$ cat config.mk
export PLATFORM = sky130hd
export DESIGN_NAME = wb_master_flat
export DESIGN_NICKNAME = d
export VERILOG_FILES = /design/src/rtl/wb_master_if.sv /design/src/rtl/wb_master.sv /design/src/flat_wrapper.sv
export SDC_FILE = /design/constraint.sdc
export NUM_CORES = 1
export LEC_CHECK = 0
export BUFFER_PORTS_ARGS = -buffer_cell sky130_fd_sc_hd__buf_2
export CAP_MARGIN = 0
export CORE_ASPECT_RATIO = 1.4
export CORE_MARGIN = 3
export CORE_UTILIZATION = 47
export CTS_BUF_LIST = sky130_fd_sc_hd__clkbuf_4 sky130_fd_sc_hd__clkbuf_8 sky130_fd_sc_hd__clkbuf_16
export CTS_CLUSTER_DIAMETER = 120
export CTS_CLUSTER_SIZE = 16
export DETAILED_ROUTE_END_ITERATION = 10
export PLACE_DENSITY_LB_ADDON = 0.25
export RECOVER_POWER = 25
export SYNTH_ARGS = -nofsm -noshare
export SYNTH_HDL_FRONTEND = slang
export SYNTH_SLANG_ARGS = --single-unit
export TNS_END_PERCENT = 30
$ cat constraint.sdc
create_clock -name clk -period 2.7 [get_ports clk]
set_clock_uncertainty 0.2 [all_clocks]
set_input_delay 0.27 -clock clk [delete_from_list [all_inputs] [get_ports clk]]
set_output_delay 0.27 -clock clk [all_outputs]
set_load 0.005 [all_outputs]
$ cat src/rtl/wb_master_if.sv
// wishbone_if: Wishbone signal bundle without byte selects, shared by the
// initiator (wb_master) and the word-addressed RAM slave.
interface wishbone_if;
    logic        cycle;
    logic        strobe;
    logic        write_enable;
    logic        ack;
    logic [31:0] address;
    logic [31:0] data_in;
    logic [31:0] data_out;

    modport master (
        output cycle, strobe, write_enable, address, data_in,
        input  data_out, ack
    );

    modport slave (
        input  cycle, strobe, write_enable, address, data_in,
        output data_out, ack
    );
endinterface

$ cat src/rtl/wb_master.sv
// wb_master: single-outstanding Wishbone initiator for core loads/stores; sub-word
// stores become read-modify-write. Define WB_MASTER_TIMEOUT_EN for the ack timeout.
module wb_master #(
    parameter int TIMEOUT_CYCLES = 256
) (
    input  logic        clk,
    input  logic        reset_n,
    input  logic        req_valid,
    output logic        req_ready,
    input  logic        req_write,
    input  logic [1:0]  req_size,
    input  logic        req_unsigned,
    input  logic [31:0] req_addr,
    input  logic [31:0] req_wdata,
    output logic        rsp_valid,
    output logic [31:0] rsp_rdata,
    output logic        rsp_error,
    wishbone_if.master  wishbone
);

    localparam logic [2:0] S_IDLE   = 3'd0;
    localparam logic [2:0] S_RD     = 3'd1;
    localparam logic [2:0] S_WR     = 3'd2;
    localparam logic [2:0] S_RMW_RD = 3'd3;
    localparam logic [2:0] S_GAP    = 3'd4;
    localparam logic [2:0] S_RMW_WR = 3'd5;
    localparam logic [2:0] S_RESP   = 3'd6;

    localparam logic [1:0] SZ_BYTE = 2'b00;
    localparam logic [1:0] SZ_HALF = 2'b01;
    localparam logic [1:0] SZ_WORD = 2'b10;

    logic [2:0]  state_q, state_d;
    logic        cyc_q, cyc_d;
    logic        we_q, we_d;
    logic [31:0] adr_q, adr_d;
    logic [31:0] dat_q, dat_d;
    logic [1:0]  size_q, size_d;
    logic        uns_q, uns_d;
    logic [1:0]  lo_q, lo_d;
    logic [15:0] wdata_q, wdata_d;
    logic [31:0] rdata_q, rdata_d;
    logic        err_q, err_d;
    logic        tmo_hit;

    function automatic logic misaligned(input logic [1:0] size, input logic [1:0] lo);
        return (size == 2'b11) || (size == SZ_HALF && lo[0]) || (size == SZ_WORD && lo != 2'b00);
    endfunction

    // Little-endian lane insert of the store data into the word just read.
    function automatic logic [31:0] merge_store(input logic [31:0] old, input logic [15:0] wd,
                                                input logic [1:0] size, input logic [1:0] lo);
        logic [31:0] w;
        w = old;
        if (size == SZ_BYTE) w[{lo, 3'b000} +: 8] = wd[7:0];
        else                 w[{lo[1], 4'b0000} +: 16] = wd;
        return w;
    endfunction

    function automatic logic [31:0] extract_load(input logic [31:0] word, input logic [1:0] size,
                                                 input logic [1:0] lo, input logic uns);
        logic [7:0]  b;
        logic [15:0] h;
        b = word[{lo, 3'b000} +: 8];
        h = word[{lo[1], 4'b0000} +: 16];
        case (size)
            SZ_BYTE: return uns ? {24'd0, b} : {{24{b[7]}}, b};
            SZ_HALF: return uns ? {16'd0, h} : {{16{h[15]}}, h};
            default: return word;
        endcase
    endfunction

`ifdef WB_MASTER_TIMEOUT_EN
    localparam logic [31:0] TMO_LAST = 32'(TIMEOUT_CYCLES - 1);
    logic [31:0] tmo_q, tmo_d;

    assign tmo_hit = (tmo_q == TMO_LAST);
`else
    // Without the counter the bus waits for ack forever; TIMEOUT_CYCLES has no effect.
    if (TIMEOUT_CYCLES < 0) begin : g_timeout_unused
    end
    assign tmo_hit = 1'b0;
`endif

    always_comb begin
        state_d = state_q;
        cyc_d   = cyc_q;
        we_d    = we_q;
        adr_d   = adr_q;
        dat_d   = dat_q;
        size_d  = size_q;
        uns_d   = uns_q;
        lo_d    = lo_q;
        wdata_d = wdata_q;
        rdata_d = rdata_q;
        err_d   = err_q;
`ifdef WB_MASTER_TIMEOUT_EN
        tmo_d = (cyc_q && !wishbone.ack) ? tmo_q + 32'd1 : tmo_q;
`endif
        case (state_q)
            S_IDLE: begin
                if (req_valid) begin
                    size_d  = req_size;
                    uns_d   = req_unsigned;
                    lo_d    = req_addr[1:0];
                    wdata_d = req_wdata[15:0];
                    adr_d   = {req_addr[31:2], 2'b00};
                    rdata_d = 32'd0;
                    err_d   = 1'b0;
`ifdef WB_MASTER_TIMEOUT_EN
                    tmo_d = 32'd0;
`endif
                    if (misaligned(req_size, req_addr[1:0])) begin
                        err_d   = 1'b1;
                        state_d = S_RESP;
                    end else if (!req_write) begin
                        cyc_d   = 1'b1;
                        state_d = S_RD;
                    end else if (req_size == SZ_WORD) begin
                        cyc_d   = 1'b1;
                        we_d    = 1'b1;
                        dat_d   = req_wdata;
                        state_d = S_WR;
                    end else begin
                        cyc_d   = 1'b1;
                        state_d = S_RMW_RD;
                    end
                end
            end
            S_RD, S_WR, S_RMW_RD, S_RMW_WR: begin
                if (wishbone.ack) begin
                    cyc_d = 1'b0;
                    we_d  = 1'b0;
                    if (state_q == S_RD)
                        rdata_d = extract_load(wishbone.data_out, size_q, lo_q, uns_q);
                    if (state_q == S_RMW_RD) begin
                        dat_d   = merge_store(wishbone.data_out, wdata_q, size_q, lo_q);
                        state_d = S_GAP;
                    end else begin
                        state_d = S_RESP;
                    end
                end else if (tmo_hit) begin
                    // Abandon the cycle; an RMW stopped here never reaches its write.
                    cyc_d   = 1'b0;
                    we_d    = 1'b0;
                    err_d   = 1'b1;
                    rdata_d = 32'd0;
                    state_d = S_RESP;
                end
            end
            S_GAP: begin
                cyc_d   = 1'b1;
                we_d    = 1'b1;
                state_d = S_RMW_WR;
`ifdef WB_MASTER_TIMEOUT_EN
                tmo_d = 32'd0;
`endif
            end
            S_RESP:  state_d = S_IDLE;
            default: state_d = S_IDLE;
        endcase
    end

    always_ff @(posedge clk or negedge reset_n) begin
        if (!reset_n) begin
            state_q <= S_IDLE;
            cyc_q   <= 1'b0;
            we_q    <= 1'b0;
            adr_q   <= 32'd0;
            dat_q   <= 32'd0;
            size_q  <= 2'b00;
            uns_q   <= 1'b0;
            lo_q    <= 2'b00;
            wdata_q <= 16'd0;
            rdata_q <= 32'd0;
            err_q   <= 1'b0;
`ifdef WB_MASTER_TIMEOUT_EN
            tmo_q   <= 32'd0;
`endif
        end else begin
            state_q <= state_d;
            cyc_q   <= cyc_d;
            we_q    <= we_d;
            adr_q   <= adr_d;
            dat_q   <= dat_d;
            size_q  <= size_d;
            uns_q   <= uns_d;
            lo_q    <= lo_d;
            wdata_q <= wdata_d;
            rdata_q <= rdata_d;
            err_q   <= err_d;
`ifdef WB_MASTER_TIMEOUT_EN
            tmo_q   <= tmo_d;
`endif
        end
    end

    assign wishbone.cycle        = cyc_q;
    assign wishbone.strobe       = cyc_q;
    assign wishbone.write_enable = we_q;
    assign wishbone.address      = adr_q;
    assign wishbone.data_in      = dat_q;

    assign req_ready = (state_q == S_IDLE);
    assign rsp_valid = (state_q == S_RESP);
    assign rsp_error = rsp_valid & err_q;
    assign rsp_rdata = rdata_q;

endmodule

$ cat src/flat_wrapper.sv
// flat-port wrapper written by rule: the top's interface ports become plain ports
module wb_master_flat 
#(
    parameter int TIMEOUT_CYCLES = 256
)
  (clk, reset_n, req_valid, req_ready, req_write, req_size, req_unsigned, req_addr, req_wdata, rsp_valid, rsp_rdata, rsp_error, wishbone_cycle, wishbone_strobe, wishbone_write_enable, wishbone_address, wishbone_data_in, wishbone_data_out, wishbone_ack);
  wishbone_if wishbone_i ();
  input  logic clk;
  input  logic reset_n;
  input  logic req_valid;
  output logic req_ready;
  input  logic req_write;
  input  logic [1:0] req_size;
  input  logic req_unsigned;
  input  logic [31:0] req_addr;
  input  logic [31:0] req_wdata;
  output logic rsp_valid;
  output logic [31:0] rsp_rdata;
  output logic rsp_error;
  output wire logic [$bits(wishbone_i.cycle)-1:0] wishbone_cycle;
  output wire logic [$bits(wishbone_i.strobe)-1:0] wishbone_strobe;
  output wire logic [$bits(wishbone_i.write_enable)-1:0] wishbone_write_enable;
  output wire logic [$bits(wishbone_i.address)-1:0] wishbone_address;
  output wire logic [$bits(wishbone_i.data_in)-1:0] wishbone_data_in;
  input wire logic [$bits(wishbone_i.data_out)-1:0] wishbone_data_out;
  input wire logic [$bits(wishbone_i.ack)-1:0] wishbone_ack;
  assign wishbone_cycle = wishbone_i.cycle;
  assign wishbone_strobe = wishbone_i.strobe;
  assign wishbone_write_enable = wishbone_i.write_enable;
  assign wishbone_address = wishbone_i.address;
  assign wishbone_data_in = wishbone_i.data_in;
  assign wishbone_i.data_out = wishbone_data_out;
  assign wishbone_i.ack = wishbone_ack;
  wb_master #(.TIMEOUT_CYCLES(TIMEOUT_CYCLES)) u_core (.clk(clk), .reset_n(reset_n), .req_valid(req_valid), .req_ready(req_ready), .req_write(req_write), .req_size(req_size), .req_unsigned(req_unsigned), .req_addr(req_addr), .req_wdata(req_wdata), .rsp_valid(rsp_valid), .rsp_rdata(rsp_rdata), .rsp_error(rsp_error), .wishbone(wishbone_i));
endmodule
==> impl_metrics.ini <==
[status]
status = finished, final reports clean

[cts]
cts.clk_slew.worst_paths_ns = 0.06
ctsHtreeMaxLevel = 4
cts_made_buffers = 17
root_buffer = clkbuf_16
cts.sinks = 121
cts_buffer_depth = 2
cts_tree = yes
clk_latency_ns = 0.42
post_cts_buffers = 0

[die]
dieArea_sq_um = 15800
io-pin-count = 206
std_cell_rows = 51
coreArea_sq_um = 14000
die_x_um = 107
start_util_pct = 48.3
die_y_um = 148

[synthesis]
ys_async_sr_fraction_pct = 100
yosysUniqueCellTypes = 61
syn_inst = 633
synth_top_family_by_area = compound AO/OA/AOI/OAI gates
synth_xor_xnor_area_share_pct = 0
synth_mux_area_share_pct = 14.0
synth_adder_area_share_pct = 0.927
synth_area_sq_um = 6750
yosysWarnings = 0
synth_seq_area_share_pct = 44.9
synth_edf_count = 0
synth-compound-area-share_pct = 23.2
synth_seq_cells = 121
synth-simple-area-share_pct = 11.6
postSynthAreaPerCell_sq_um = 10.7
synth_top_flop_cell = dfrtp_1

[power_and_ir_drop]
p_total_w = 0.0111
vdd_drop_max_v = 0.000571
p_leak_nw = 4.29
powerDensity_nw_per_um2 = 1190

[global_routing]
grt_max_degree = 50
grt_first_pass_wirelength_um = 34900
first_global_vias = 6657
overflow = 0
grt_use_total_pct = 28.1
antenna_found_initial = 0

[finish]
areaGrowthSynthToFinish_pct = 38.7
drive_above_1_share_pct = 30.1
nets = 1014
fillers = 1101
layout_common_cells = buf_2 (199), dfrtp_1 (120), dlygate4sd3_1 (85)
final_common_cell = buf_2
utilization_pct = 66.9

[route]
vias = 6532
vias_per_cell = 5.92
wl_per_cell_um = 20.0
first_pass_iters = 5
wirelength_um = 22000
antenna_left = 0
dr.first_iter.drc_count = 410
drc = 0

[timing]
fin_ws_ns = 0.262
tightestPinTransition_ns = 1.14
min_period_ns = 2.44
whs_ns = 0.0164
finalMaxSlewViolations = 0
setup_violations = 0
post-route-period-util_pct = 90.3
rsz0062_at_grt = false
max_freq_ghz = 0.410
final-hold-violation-count = 0
slew-limit-headroom_pct = 23.9
setup-tns-final_ns = 0

[critical_path]
start_kind = flop
cp.depth = 4
worstSetupPathType = flop to flop
rr_startpoint = u_core.state_q[1]
cp_num_buf_inv = 0
cp-endpoint = u_core.rsp_rdata[27]
endpoint_kind = flop
reg2reg_depth = 4
arrival_ns = 2.59
worst-path-max-fanout = 17
crit_family = compound AO/OA/AOI/OAI gates
r2r_slack_ns = 0.26
startpoint = u_core.state_q[1]
cp.required_ns = 2.85
worstReg2RegEnd = u_core.rsp_rdata[27]
path_cells = nand3b_1, nand2b_1, a2111oi_4, a221o_1
slowest_delay_ns = 0.85
critPathSlowestCell = a2111oi_4

[place]
routabilityCongestion = 0.878
place_ws_ns = 0.290
dp_hpwl_um = 15800
io_buffers = 203

[flow_run]
drv_cap = 0

[worst_hold_path]
holdPathStages = 3
hp-class = input pin to flop
## per-stage QoR
step,area [sq um],instances
final,9350,1104
after global routing,9350,1103
after global placement,7910,986
after floorplan,6750,634
after CTS,9370,1103
after detailed placement,7910,986
## cell families after synthesis
group	after synthesis
adders and majority gates	5
other	1
DFF	121
and+or+nand+nor	138
AOI/OAI and AO/OA	206
buffers and inverters	77
muxes	85
## how the worst min path moves through the flow
stage | endpoint | start
after floorplan | u_core.err_q | reset_n
after global placement | u_core.rsp_rdata[5] | reset_n
after detailed placement | u_core.rsp_rdata[5] | reset_n
after CTS | u_core.wishbone.data_in[17] | req_wdata[17]
after global routing | u_core.wishbone.data_in[17] | req_wdata[17]
final | u_core.wishbone.data_in[17] | req_wdata[17]
## Yosys cell counts, drive strengths merged, types with 2 or more instances
cell type	count	area [sq um]
dfrtp	121	3030
mux2	67	762
o21ai	39	195
a211oi	35	263
buf	35	204
nand2	31	116
clkbuf	25	93.8
a2bb2oi	24	210
nand3	22	110
nor2b	21	131
a21oi	20	100
mux2i	18	180
inv	17	63.8
nand2b	17	106
a221o	16	160
and2	13	81.3
nor2	10	50.1
a221oi	9	78.8
o31ai	9	67.6
a311o	8	80.1
a32o	8	80.1
nand4	8	50.1
o211ai	8	60.1
o22ai	8	50.1
a31oi	5	31.3
ha	5	62.6
a211o	3	26.3
a311oi	3	26.3
nor3	3	31.3
or2	3	18.8
nand3b	2	15.0
nor3b	2	20.0
o41ai	2	25.0
or3b	2	17.5
## flip-flops by register name, indices dropped and copies added (netlist names)
name                          count
u_core.wishbone.address          30
u_core.state_q                    3
u_core.err_q                      1
u_core.size_q                     2
u_core.wdata_q                   16
u_core.uns_q                      1
u_core.wishbone.write_enable      1
u_core.lo_q                       2
u_core.rsp_rdata                 32
u_core.wishbone.cycle             1
u_core.wishbone.data_in          32
## power by group
group / switching, W / total [W] / internal (W)
clock: 0.000958 / 0.00236 / 0.00140
sequential: 0.000786 / 0.00347 / 0.00269
combinational: 0.00284 / 0.00527 / 0.00243
total: 0.00458 / 0.0111 / 0.00652
## worst register-to-register path, cell delays in order, from the launching register on
cell and delay, ns:
dfrtp_1 0.55, nand3b_1 0.29, nand2b_1 0.25, a2111oi_4 0.86
a221o_1 0.22
## layer usage
layer	GRT usage (%)	vias to the layer above	part of all wire (%)
li1	-	2948	-
met1	35.6	3179	40
met2	45.7	345	49
met3	6.60	60	7.4
met4	12.5	0	3.6
met5	0	-	0
## final cells by class
cell class,count,area [sq um],area share (%)
Clock buffer,17,425,4.55
Antenna cell,1,2.50,0.0268
Tap cell,185,231,2.47
Sequential cell,121,3030,32.4
Timing Repair Buffer,312,2060,22.0
Multi-Input combinational cell,436,3360,36.0
Inverter,17,63.8,0.682
Clock inverter,15,181,1.94
## what timing repair did
item,CTS,global route
gates resized for setup,0,0
endpoints found under the hold margin,136,0
hold buffers,85,0
Note: power is estimated with default switching activity, not from simulation.
